$ cat src/rtl/reg_file.sv
// ---------------------------------------------------------------------------
// reg_file
//   Integer register file for the R4 core. Supplies the alu in1/in2 operands
//   through two combinational read ports and accepts writeback (alu result or
//   load data) through one synchronous write port. x0 is hardwired to zero
//   and has no storage; indices at or above NREGS read as zero and ignore
//   writes, so an RV32E build (NREGS=16) never aliases high indices onto low
//   registers.
//
// Parameters
//   XLEN   data width of each register and every data port
//   NREGS  number of architectural registers (16 or 32)
//
// Ports
//   clk       in   1     clock, state updates on rising edge
//   rst_n     in   1     asynchronous active-low reset, clears all registers
//   rs1_addr  in   5     read port 1 index
//   rs2_addr  in   5     read port 2 index
//   rs1_data  out  XLEN  read port 1 data
//   rs2_data  out  XLEN  read port 2 data
//   we        in   1     write enable
//   rd_addr   in   5     write index
//   rd_data   in   XLEN  write data
//
// Compile-time option
//   REGFILE_BYPASS_EN  when defined, each read port forwards rd_data in the
//                      same cycle it is being written to the addressed
//                      register (never for x0, out-of-range indices, or
//                      while reset is asserted).
// ---------------------------------------------------------------------------
module reg_file #(
   parameter int XLEN  = 32,
   parameter int NREGS = 32
) (
   input  logic            clk,
   input  logic            rst_n,
   input  logic [4:0]      rs1_addr,
   input  logic [4:0]      rs2_addr,
   output logic [XLEN-1:0] rs1_data,
   output logic [XLEN-1:0] rs2_data,
   input  logic            we,
   input  logic [4:0]      rd_addr,
   input  logic [XLEN-1:0] rd_data
);

   // Storage for x1..x(NREGS-1) only; x0 is synthesised as a constant.
   logic [XLEN-1:0] r_regs [1:NREGS-1];

   logic            w_rdValid;
   logic [XLEN-1:0] w_rs1Stored;
   logic [XLEN-1:0] w_rs2Stored;

   // The write index is legal only if it names a stored register. Matching
   // against each implemented index (rather than a magnitude compare) keeps
   // x0 and every index >= NREGS out in one step.
   always_comb begin
      w_rdValid = 1'b0;
      for (int i = 1; i < NREGS; i++) begin
         if (rd_addr == 5'(i)) begin
            w_rdValid = 1'b1;
         end
      end
   end

   // Register array update. Reset clears everything immediately regardless
   // of the clock, so a write presented alongside reset is simply lost.
   always_ff @(posedge clk or negedge rst_n) begin
      if (!rst_n) begin
         for (int i = 1; i < NREGS; i++) begin
            r_regs[i] <= '0;
         end
      end else if (we && w_rdValid) begin
         for (int i = 1; i < NREGS; i++) begin
            if (rd_addr == 5'(i)) begin
               r_regs[i] <= rd_data;
            end
         end
      end
   end

   // Read muxes over stored state. Starting from zero and only overriding on
   // a match to an implemented index makes x0 and out-of-range reads return
   // zero without any extra decode, and never X.
   always_comb begin
      w_rs1Stored = '0;
      w_rs2Stored = '0;
      for (int i = 1; i < NREGS; i++) begin
         if (rs1_addr == 5'(i)) begin
            w_rs1Stored = r_regs[i];
         end
         if (rs2_addr == 5'(i)) begin
            w_rs2Stored = r_regs[i];
         end
      end
   end

`ifdef REGFILE_BYPASS_EN
   // Same-cycle forwarding: a read of the register being written sees the
   // incoming value. Gated by rst_n because a write during reset never lands.
   always_comb begin
      rs1_data = w_rs1Stored;
      rs2_data = w_rs2Stored;
      if (rst_n && we && w_rdValid) begin
         if (rs1_addr == rd_addr) begin
            rs1_data = rd_data;
         end
         if (rs2_addr == rd_addr) begin
            rs2_data = rd_data;
         end
      end
   end
`else
   // Without forwarding the ports show stored state directly; a same-cycle
   // write becomes visible only after the clock edge.
   always_comb begin
      rs1_data = w_rs1Stored;
      rs2_data = w_rs2Stored;
   end
`endif

endmodule

$ cat config.mk
export PLATFORM = sky130hd
export DESIGN_NAME = reg_file
export DESIGN_NICKNAME = d
export VERILOG_FILES = /design/src/rtl/reg_file.sv
export SDC_FILE = /design/constraint.sdc
export NUM_CORES = 2
export LEC_CHECK = 0
export CAP_MARGIN = 0
export CORE_AREA = 2 2 400 402
export CTS_CLUSTER_DIAMETER = 100
export DETAILED_ROUTE_END_ITERATION = 10
export DIE_AREA = 0 0 402 404
export MAX_ROUTING_LAYER = met4
export SETUP_SLACK_MARGIN = 0.02
export SLEW_MARGIN = 20
export SYNTH_ARGS = -nofsm -noshare
export SYNTH_HDL_FRONTEND = slang
export SYNTH_SLANG_ARGS = --single-unit
$ cat constraint.sdc
create_clock -name clk -period 7.5 [get_ports clk]
set_clock_uncertainty 0.15 [all_clocks]
set_input_delay 2.25 -clock clk [delete_from_list [all_inputs] [get_ports clk]]
set_output_delay 2.25 -clock clk [all_outputs]
set_load 0.05 [all_outputs]
==> summary.md <==
| Metric | Value |
|---|---|
| Most flops, register | `r_regs` |
| EDFF count, synth | `0` |
| Total wire length | `300400 um` |
| Fin nets | `~5700` |
| Commonest non-fill, non-tap cell in the layout | `mux2_2` |
| Pre-antenna DRT Iters | `6` |
| Ys flop type | `dfrtp_1` |
| Fillers | `15264` |
| Slew @ Worst Pin | `between 1 and 1.5 ns` |
| Grt ovf | `0` |
| Buf+Inv Stages, Crit Path | `4` |
| Fin crit share | `101.4%` |
| Static Leak | `slightly below 30 nW` |
| Critical Path Slowest Stage Cell | `a21oi_1` |
| Core Rows | `146` |
| Combinational share of power | `between 20% and 30%` |
| Clock power share | `35.2%` |
| Drt drc | `0` |
| Antenna-violating nets left | `0` |
| Post-route cell area | `roughly 68000 um2` |
| Fraction of layout cells with a size suffix above 1 | `a little under two fifths` |
| Io pins | `~110` |
| P_sw | `approximately 0.0056 W` |
| Synthesis-to-layout area growth | `23.50%` |
| R2R Setup Slk | `approximately 6.4 ns` |
| DP Area | `63620 um2` |
| #FFs+latches synth | `slightly below 1000` |
| Placed Cells incl. Taps | `around 7600` |
| GRT Util Overall | `between 30% and 40%` |
| Num CTS Buffers | `114` |
| Crit end category | `output port` |
| Hold path depth | `1` |
| Power Dens Cells | `between 200 and 300 nW/um2` |
| First-pass GRT wire length | `approximately 410000 um` |
| Mapped Avg Cell Area | `about 11 um2` |
| Post-Layout Cell Count | `7857` |
| CP peak stage delay | `0.52 ns` |
| WL/cell | `38.23 um` |
| RSZ-0062 raised after global routing | `true` |
| Longest Clk Path Bufs | `3` |
| Crit-path cells | `clkbuf_8, buf_4, nor2_1, a21oi_1, and3_1, a2111oi_1, buf_4, o211ai_1, o2111ai_1, nand3_1, buf_4` |
| Netlist cell types | `97` |
| Worst skew pair latency | `just under 0.8 ns` |
| Drt via density | `about 6.8` |
| Pre-CTS setup slack | `-0.5284 ns` |
| CP Data Required Time | `roughly 5 ns` |
| Core box area | `approximately 160000 um2` |
| Final WS setup | `-0.1083 ns` |
| Sequential Power Share | `between 40 and 50%` |
| Most frequent cells in the layout | `mux2_2, dfrtp_1, buf_4, o21ai_0, a21oi_1` |
| CP Class | `primary input to output port` |
| Yosys top cell area share | `a little under half` |
| Die span in y | `just over 400 um` |
| Synth area leaders | `dfrtp_1, mux2_2, o21ai_0` |
| CTS sink count | `approximately 990` |
| Number of hold buffers added after cts | `0` |
| Fmax | `between 100 and 150 MHz` |
| Max reg flops | `992` |
| Reg-to-reg endpoint | `r_regs[821]` |
| Mapped Area | `55070 um2` |
| CP Launch Type | `primary input` |
| Hold WS | `0.3626 ns` |
| Total number of vias | `~53000` |
| Biggest regs | `r_regs x992` |
| Vias in the first global route | `approximately 50000` |
| Crit-path leading delay family | `compound AO/OA/AOI/OAI gates` |
| Status | `finished with violations` |
| Post-synthesis async set-or-reset flop share | `100.0%` |
| Ys Warns | `0` |
| Worst R2R Start | `r_regs[821]` |
| Buffers added on ports | `between 100 and 150` |
| Initial Utilization | `between 30% and 40%` |
| Clock root cell | `clkbuf_16` |
| Crit path DAT | `between 5 and 6 ns` |
| DR iter-0 viols | `8186` |
| Die area | `between 150000 and 200000 um2` |
| Syn_nets | `roughly 5300` |
| Violated checks | `negative setup slack` |
| Htree depth | `3` |
| Max-Cap Viols | `0` |
| Initial antenna violation count | `16` |
| Final Power | `around 0.017 W` |
| Post-synthesis sequential area ratio | `45.07%` |
| Internal power | `0.01155 W` |
| Worst vdd ir | `just over 200 uV` |
| Gp weighted congestion | `about 1.1` |
| CTS clock-pin slew for the worst setup and hold paths | `around 0.060 ns` |
| Sw Share | `between 30% and 40%` |
| Largest net degree at the start of global routing | `~190` |
| TritonCTS clock tree | `built` |
| Slew headroom | `roughly a fifth` |
| Final HPWL DP | `roughly 220000 um` |
| Tmin final | `about 7.6 ns` |
| Synth area leader | `dfrtp_1` |
| # setup viols final | `8` |
| Min-delay worst type | `register to register` |
| Horiz. Die Dim | `402 um` |
| Final hold violation count | `0` |
| Slew Limit Fails | `0` |
| Critical path peak fanout | `26` |
| Critical path's most frequent cell | `buf_4` |
| Cells after Synth | `5214` |
| Worst Min Path Start | `r_regs[859]` |
| FF-to-FF path depth | `1` |
| WHS Endpoint | `r_regs[859]` |
==> layer usage <==
metal / global-route usage [%] / up-vias / share of wire (%)
li1: - / 20674 / -
met1: 47.22 / 27299 / 39
met2: 51.55 / 4222 / 41
met3: 9.623 / 1047 / 12
met4: 24.71 / 0 / 8.2
met5: - / - / 0
==> area by class of cell <==
| cell class | count | area, um2 | share of cell area (%) |
|---|---|---|---|
| multi-input combinational | 3689 | 28380 | 41.72 |
| sequential | 992 | 24820 | 36.50 |
| timing repair buffer | 862 | 8132 | 11.96 |
| clock buffer | 155 | 3267 | 4.803 |
| tap | 2072 | 2592 | 3.812 |
| clock inverter | 55 | 719.4 | 1.058 |
| inverter | 20 | 75.07 | 0.1104 |
| antenna | 12 | 30.03 | 0.04415 |
==> kinds of logic (layout without fill, tap and decap cells) <==
group / count (synthesis) / in the layout / share of synthesized area, %
AOI/OAI and AO/OA: 1637 / 1637 / 19.21
muxes: 1159 / 1159 / 23.64
DFF: 992 / 992 / 45.07
and+or+nand+nor: 893 / 893 / 7.745
buffers and inverters: 533 / 1092 / 4.333
other: 0 / 12 / 0
==> timing repair <==
| action | CTS | global route |
|---|---|---|
| setup buffers | 2 | 3 |
| pin swaps | 1 | 5 |
| cloned | 0 | 0 |
| setup endpoints to repair | 26 | 25 |
| gates resized for setup | 43 | 30 |
==> through the flow <==
step / utilization (%) / TNS, ns
floorplan: - / 0
global placement: 40.30 / -4.166
detailed placement: 40.31 / -4.316
CTS: 42.95 / -0.1297
global route: 43.09 / -0.01514
finish: 43.09 / -0.3124
==> power by group through the flow <==
stage | clock (W) | sequential (W) | combinational, W
6_report | 0.00604 | 0.00753 | 0.00359
5_1_grt | 0.00626 | 0.00759 | 0.00373
4_1_cts | 0.00607 | 0.00744 | 0.00348
3_5_place_dp | 0 | 0.00752 | 0.00346
3_3_place_gp | 0 | 0.00750 | 0.00339
2_1_floorplan | 0 | 0.00705 | 0.00205
==> synth_stat cells (14+ instances only) <==
| cell | n |
|---|---|
| a22o_1 | 18 |
| dfrtp_1 | 992 |
| a221o_1 | 27 |
| o21a_1 | 14 |
| a22oi_1 | 145 |
| nand2b_1 | 27 |
| a31oi_1 | 55 |
| nor3_1 | 69 |
| o22ai_1 | 208 |
| nor2b_1 | 29 |
| a21oi_1 | 351 |
| mux2i_1 | 117 |
| buf_2 | 160 |
| a32oi_1 | 15 |
| mux2_2 | 1026 |
| nand3_1 | 68 |
| nor2_1 | 266 |
| o221ai_1 | 66 |
| o211ai_1 | 35 |
| o22a_1 | 19 |
| o21ai_0 | 401 |
| a221oi_1 | 55 |
| o21ai_1 | 14 |
| a211oi_1 | 53 |
| buf_4 | 25 |
| clkbuf_1 | 253 |
| nand4_1 | 17 |
| or3_1 | 19 |
| o31ai_1 | 18 |
| buf_1 | 62 |
| nand2_1 | 293 |
| a222oi_1 | 15 |
==> how the worst max path moves through the flow <==
stage	start	to	slack, ns	depth (start not counted)
after floorplan	rs1_addr[2]	rs1_data[29]	0.28	9
after global placement	rs2_addr[2]	rs2_data[16]	-0.49	12
after detailed placement	rs2_addr[2]	rs2_data[16]	-0.53	12
after CTS	rs2_addr[2]	rs2_data[16]	-0.13	12
after global routing	rs2_addr[2]	rs2_data[16]	-0.02	12
final	rs2_addr[1]	rs2_data[30]	-0.11	11
No activity file was read; power rests on OpenSTA's default activity.
